File: src/rtl/input_conditioner.sv
// input_conditioner: per-channel button/switch conditioning.
// Each raw input is synchronised, normalised to 1 = pressed, debounced over
// DB_COUNT sampling ticks, and turned into a single-cycle pulse plus a sticky
// pending flag that is cleared by ack.
// Optional feature: define INPUT_CONDITIONER_AUTOREPEAT_EN to compile in
// auto-repeat (first repeat after REPEAT_DELAY ticks, then every
// REPEAT_PERIOD ticks while held). Without it, REPEAT_* are ignored.
module input_conditioner #(
  parameter int CHANNELS      = 2,
  parameter int DB_COUNT      = 50000,
  parameter int ACTIVE_LOW    = 1,
  parameter int EDGE_MODE     = 0,
  parameter int REPEAT_DELAY  = 500,
  parameter int REPEAT_PERIOD = 100
) (
  input  logic                clock,
  input  logic                reset,
  input  logic                tick,
  input  logic [CHANNELS-1:0] raw_in,
  input  logic [CHANNELS-1:0] ack,
  output logic [CHANNELS-1:0] level,
  output logic [CHANNELS-1:0] pulse,
  output logic [CHANNELS-1:0] pending
);

  localparam int CW = $clog2(DB_COUNT + 1);
  // Raw-domain value that means "not pressed" for the configured polarity.
  localparam logic [CHANNELS-1:0] IDLE_RAW = (ACTIVE_LOW != 0) ? '1 : '0;

  // Elaboration-time parameter range checks.
  if (CHANNELS < 1 || CHANNELS > 16) begin : g_bad_channels
    $error("input_conditioner: CHANNELS out of range 1..16");
  end
  if (DB_COUNT < 1 || DB_COUNT > (1 << 20)) begin : g_bad_db_count
    $error("input_conditioner: DB_COUNT out of range 1..2^20");
  end
  if (EDGE_MODE < 0 || EDGE_MODE > 2) begin : g_bad_edge_mode
    $error("input_conditioner: EDGE_MODE must be 0, 1 or 2");
  end
  if (REPEAT_DELAY < 1 || REPEAT_PERIOD < 1) begin : g_bad_repeat
    $error("input_conditioner: REPEAT_DELAY and REPEAT_PERIOD must be >= 1");
  end

  logic [CHANNELS-1:0] sync1;
  logic [CHANNELS-1:0] sync2;
  logic [CHANNELS-1:0] s;
  logic [CHANNELS-1:0] level_d;
  logic [CHANNELS-1:0] rise;
  logic [CHANNELS-1:0] fall;
  logic [CHANNELS-1:0] edge_ev;
  logic [CHANNELS-1:0] rep_hit;
  logic [CW-1:0]       cnt [CHANNELS];

  // Two-flop synchroniser; reset parks it at the idle (not pressed) level.
  always_ff @(posedge clock) begin
    if (reset) begin
      sync1 <= IDLE_RAW;
      sync2 <= IDLE_RAW;
    end else begin
      sync1 <= raw_in;
      sync2 <= sync1;
    end
  end

  assign s = (ACTIVE_LOW != 0) ? ~sync2 : sync2;

  // Debounce: count ticks while s disagrees with level, accept on DB_COUNT.
  always_ff @(posedge clock) begin
    if (reset) begin
      level <= '0;
      for (int unsigned i = 0; i < CHANNELS; i++) cnt[i] <= '0;
    end else begin
      for (int unsigned i = 0; i < CHANNELS; i++) begin
        if (s[i] == level[i]) begin
          cnt[i] <= '0;
        end else if (tick) begin
          if (cnt[i] == CW'(DB_COUNT - 1)) begin
            level[i] <= s[i];
            cnt[i]   <= '0;
          end else begin
            cnt[i] <= cnt[i] + 1'b1;
          end
        end
      end
    end
  end

  // Edge selection according to EDGE_MODE.
  always_comb begin
    rise    = level & ~level_d;
    fall    = ~level & level_d;
    edge_ev = '0;
    case (EDGE_MODE)
      0:       edge_ev = rise;
      1:       edge_ev = fall;
      default: edge_ev = rise | fall;
    endcase
  end

`ifdef INPUT_CONDITIONER_AUTOREPEAT_EN
  localparam int RMAX = (REPEAT_DELAY > REPEAT_PERIOD) ? REPEAT_DELAY : REPEAT_PERIOD;
  localparam int RW   = $clog2(RMAX + 1);

  logic [RW-1:0]       rcnt [CHANNELS];
  logic [CHANNELS-1:0] periodic;

  // Repeat strobe: counter measures ticks since the press pulse (level_d
  // rises with the pulse), first against the delay, then against the period.
  always_comb begin
    rep_hit = '0;
    for (int unsigned i = 0; i < CHANNELS; i++) begin
      if (EDGE_MODE != 1 && level[i] && level_d[i] && tick) begin
        rep_hit[i] = (rcnt[i] == (periodic[i] ? RW'(REPEAT_PERIOD - 1)
                                              : RW'(REPEAT_DELAY - 1)));
      end
    end
  end

  // Repeat counter: cleared while released, restarted on every repeat strobe.
  always_ff @(posedge clock) begin
    if (reset) begin
      periodic <= '0;
      for (int unsigned i = 0; i < CHANNELS; i++) rcnt[i] <= '0;
    end else begin
      for (int unsigned i = 0; i < CHANNELS; i++) begin
        if (!level_d[i] || EDGE_MODE == 1) begin
          rcnt[i]     <= '0;
          periodic[i] <= 1'b0;
        end else if (rep_hit[i]) begin
          rcnt[i]     <= '0;
          periodic[i] <= 1'b1;
        end else if (tick && level[i]) begin
          rcnt[i] <= rcnt[i] + 1'b1;
        end
      end
    end
  end
`else
  assign rep_hit = '0;
`endif

  // Registered strobe and sticky flag; a new pulse beats a same-cycle ack.
  always_ff @(posedge clock) begin
    if (reset) begin
      level_d <= '0;
      pulse   <= '0;
      pending <= '0;
    end else begin
      level_d <= level;
      pulse   <= edge_ev | rep_hit;
      pending <= pulse | (pending & ~ack);
    end
  end

endmodule

File: config.mk
export PLATFORM = sky130hd
export DESIGN_NAME = input_conditioner
export DESIGN_NICKNAME = d
export VERILOG_FILES = /design/src/rtl/input_conditioner.sv
export SDC_FILE = /design/constraint.sdc
export NUM_CORES = 1
export LEC_CHECK = 0
export BUFFER_PORTS_ARGS = -buffer_cell sky130_fd_sc_hd__buf_2
export CAP_MARGIN = 20
export CORE_AREA = 2 2 49 85
export DETAILED_ROUTE_END_ITERATION = 16
export DIE_AREA = 0 0 51 87
export GPL_TIMING_DRIVEN = 0
export PLACE_DENSITY = 0.85
export SYNTH_ARGS = -nofsm -noshare
export SYNTH_HDL_FRONTEND = slang
export SYNTH_SLANG_ARGS = --single-unit
File: constraint.sdc
create_clock -name clock -period 2.4 [get_ports clock]
set_input_delay 0.72 -clock clock [delete_from_list [all_inputs] [get_ports clock]]
set_output_delay 0.72 -clock clock [all_outputs]
set_load 0.01 [all_outputs]
==> results by group <==
Timing
  – Period minus WS final: 2.01 ns
  – Clk_skew: 0.00589 ns
  – Setup TNS: 0 ns
  – Final setup violation count: 0
  – Slew Limit Fails: 0
  – Final hold viol count: 0
  – Unrepaired setup endpoints after global routing: no
  – F_max: ~500 MHz
  – Relative slew slack: a little over half
  – Final hold slack: 0.390 ns
  – Fin crit share: 83.8%
  – Tightest Pin Transition: 0.682 ns

Critical path
  – CP Launch Type: flop
  – CP max stage delay: 0.42 ns
  – Setup crit end: cnt[0][9]
  – Max FO, Critical Path: 10
  – Slowest stage cell, crit path: edfxtp_1
  – Worst Reg2Reg Path Length in Cells: 7
  – Critical Path End Type: flop
  – Worst EP required: 2.45 ns
  – Worst R2R End: cnt[0][9]
  – R2R setup slack: about 0.39 ns
  – CP Cell Sequence: ha_1 -> nand3_1 -> nor4_4 -> or2_1 -> buf_6 -> buf_12 -> nor2_2
  – Reg2reg start: cnt[0][0]
  – WS Path Type: reg -> reg
  – Crit path from: cnt[0][0]
  – Crit path DAT: between 2 and 2.5 ns

Power
  – Internal power: approximately 1.1 mW
  – Clock power frac: 35.3%
  – Sequential Power Share: approximately three fifths
  – Sw Share: 20.3%
  – Logic pwr share: under 10%
  – Lkg Pwr: around 0.84 nW
  – Peak VDD IR: 0.496 mV
  – Psw: 0.273 mW
  – PD cells: 565 nW/um^2

CTS
  – TritonCTS buffer count: 5
  – Cts repair resizes: 0
  – TritonCTS Sinks: 44
  – CTS tree: built
  – Worst-path clk slew: 0.08 ns
  – Clock Latency Late Sink: 0.29 ns
  – Post-CTS setup buffers: 0
  – Deepest clock path buffer count: 2
  – H-tree depth: 2
  – Post-CTS Hold Buffers: 0
  – Clk root buf: clkbuf_8

Synthesis
  – Synthesized net count: 206
  – Main synth FF type: edfxtp_1
  – Synth Area in Compound Gates: 2.14%
  – Syn Inst Count: just under 200
  – Number of distinct library cells after synthesis: 36
  – Synth Area in Simple Gates: approximately 26%
  – Adder-cell area share of the yosys netlist: 1.15%
  – Top post-synthesis cells by area: edfxtp_1, dfxtp_1, xnor2_1
  – Post-Synth XOR/XNOR Area: a little under an eighth
  – Post-synthesis cell area: 2170 sq um
  – Largest family of logic cells by synthesized area: simple AND/OR/NAND/NOR gates
  – Area share of the largest cell type after synthesis: 44.3%
  – YS warnings: 0
  – Post-synthesis sequential area ratio: 55.4%
  – Mux cell area share after synthesis: 0.519%
  – Post-synth EDFFs: 32
  – Synth Register Bits: 44
  – Yosys top cell by area: edfxtp_1
  – Synthesized area per cell: 11.0 sq um
  – Post-synthesis async set-or-reset flop share: 0%

Status
  – Outcome: finished clean

Routing
  – First-pass DRT Iterations: 4
  – Avg Vias per Cell: 5.40
  – DRC: 0
  – Total Wirelength: between 3000 and 4000 um
  – Routed length per instance: ~14 um
  – First-iteration detailed-routing DRC count: 37
  – Vias: 1431
  – ANT nets after route: 0

Global route
  – Antenna violations before repair: 0
  – Largest net degree at the start of global routing: 17
  – Gr usage total: 19.2%
  – First-pass GRT wire length: 6310 um
  – Vias in the first global route: about 1500
  – GR Overflow Total: 0

Finish
  – Ant diodes: 0
  – Share of cells above drive strength 1: 18.0%
  – # fillers: 310
  – Final nets: 225
  – Area grow syn2layout: 9.81%

Placement
  – DP HPWL: between 2000 and 3000 um
  – IO Port Bufs: 12
  – GPL Wtd Cong: roughly 0.78

Die
  – # IOs: 13
  – Die Wd: 51 um
  – Starting Density: 57.2%
  – # rows: 30
  – CORE AREA: 3790 sq um
  – Full die area: between 4000 and 5000 sq um
  – DIE HEIGHT: 87 um

Hold path
  – Worst hold path type: reg -> reg
  – Hold Startpoint: level_d[1]

Flow run
  – Max-cap violations: 0
[cells in the final DEF (no fill, tap or decap), types with 2 or more instances in the layout]
cell type   n
ha_1        2
clkbuf_1    3
inv_1       9
nor4_1      4
edfxtp_1   32
nand2_1     9
xnor2_1    17
nor2_2     10
nand4_1     8
and2_1      2
nor2_1     28
buf_2      13
a21oi_1     5
clkbuf_8    6
dfxtp_1    12
and4_1      4
xor2_1     11
and3_1      3
or2_2       4
nor3_1      4
nor2b_1     5
nand3_1    10
[layout make-up]
type / count / area (sq um) / share of cell area (%)
clock inverters: 1 / 6.26 / 0.263
well taps: 48 / 60.1 / 2.52
clock buffers: 7 / 86.3 / 3.63
multi-input cells: 139 / 890 / 37.4
plain buffers: 5 / 43.8 / 1.84
repair buffers: 12 / 60.1 / 2.52
inverters: 9 / 33.8 / 1.42
flip-flops and latches: 44 / 1200 / 50.4
[worst min-delay path by stage]
stage | end | depth (start not counted) | slack [ns]
2_1_floorplan | pulse[0] | 1 | 0.37
6_report | pulse[1] | 1 | 0.39
4_1_cts | pulse[1] | 1 | 0.39
3_3_place_gp | pulse[0] | 1 | 0.37
5_1_grt | pulse[1] | 1 | 0.39
3_5_place_dp | pulse[1] | 1 | 0.38
[synth_stat cells (2+ instances only)]
library cell and instances:
clkbuf_1 2, nor2b_1 5, and4_1 4, and3_1 3, nor2_2 10, nand2_1 9, nor4_1 4, edfxtp_1 32
dfxtp_1 12, a21oi_1 5, xnor2_1 17, nor2_1 28, ha_1 2, and2_1 2, inv_1 9, xor2_1 11
nand3_1 10, or2_2 4, nor3_1 4, nand4_1 8
[routing by layer]
metal | vias up | part of all wire [%] | global-route usage [%]
met4 | 0 | 2.1 | 9.58
met2 | 23 | 58 | 37.1
met1 | 668 | 37 | 19.2
met5 | - | 0 | 0
met3 | 6 | 2.5 | 2.58
li1 | 734 | - | -
[logic make-up after synthesis]
logic type / Yosys count
AOI/OAI and AO/OA: 8
xor gates and xnor gates: 28
adders and majority gates: 2
buffers and inverters: 14
DFF: 44
muxes: 1
and+or+nand+nor: 100
[flip-flops by register name, summed over array words and instances, names as in the netlist]
name	count
pending	2
level	2
cnt	32
sync2	2
pulse	2
level_d	2
sync1	2
[power by group through the flow]
stage	Clock, mW	Sequential (mW)	Combinational (mW)
after global routing	0.509	0.834	0.0418
after floorplan	0	0.846	0.0266
after detailed placement	0	0.850	0.0378
after CTS	0.494	0.832	0.0383
final	0.474	0.832	0.0377
after global placement	0	0.849	0.0369
[critical path, delay by kind of cell, from the launching register on]
| kind | cells | cell delay (ns) |
|---|---|---|
| DFF | 1 | 0.42 |
| and+or+nand+nor | 4 | 0.87 |
| buffers and inverters | 2 | 0.26 |
| adders and majority gates | 1 | 0.22 |
[per-stage QoR]
stage                     total power [mW]  instances  utilization, %  cell area [sq um]  setup WS [ns]
after floorplan                      0.872        197               -               2170          0.604
after global placement               0.886        257            60.4               2290          0.238
after detailed placement             0.887        257            60.4               2290          0.186
after CTS                             1.36        265            62.8               2380          0.355
after global routing                  1.38        265            62.8               2380          0.260
final                                 1.34        265            62.8               2380          0.388
Note: power is estimated with default switching activity, not from simulation.
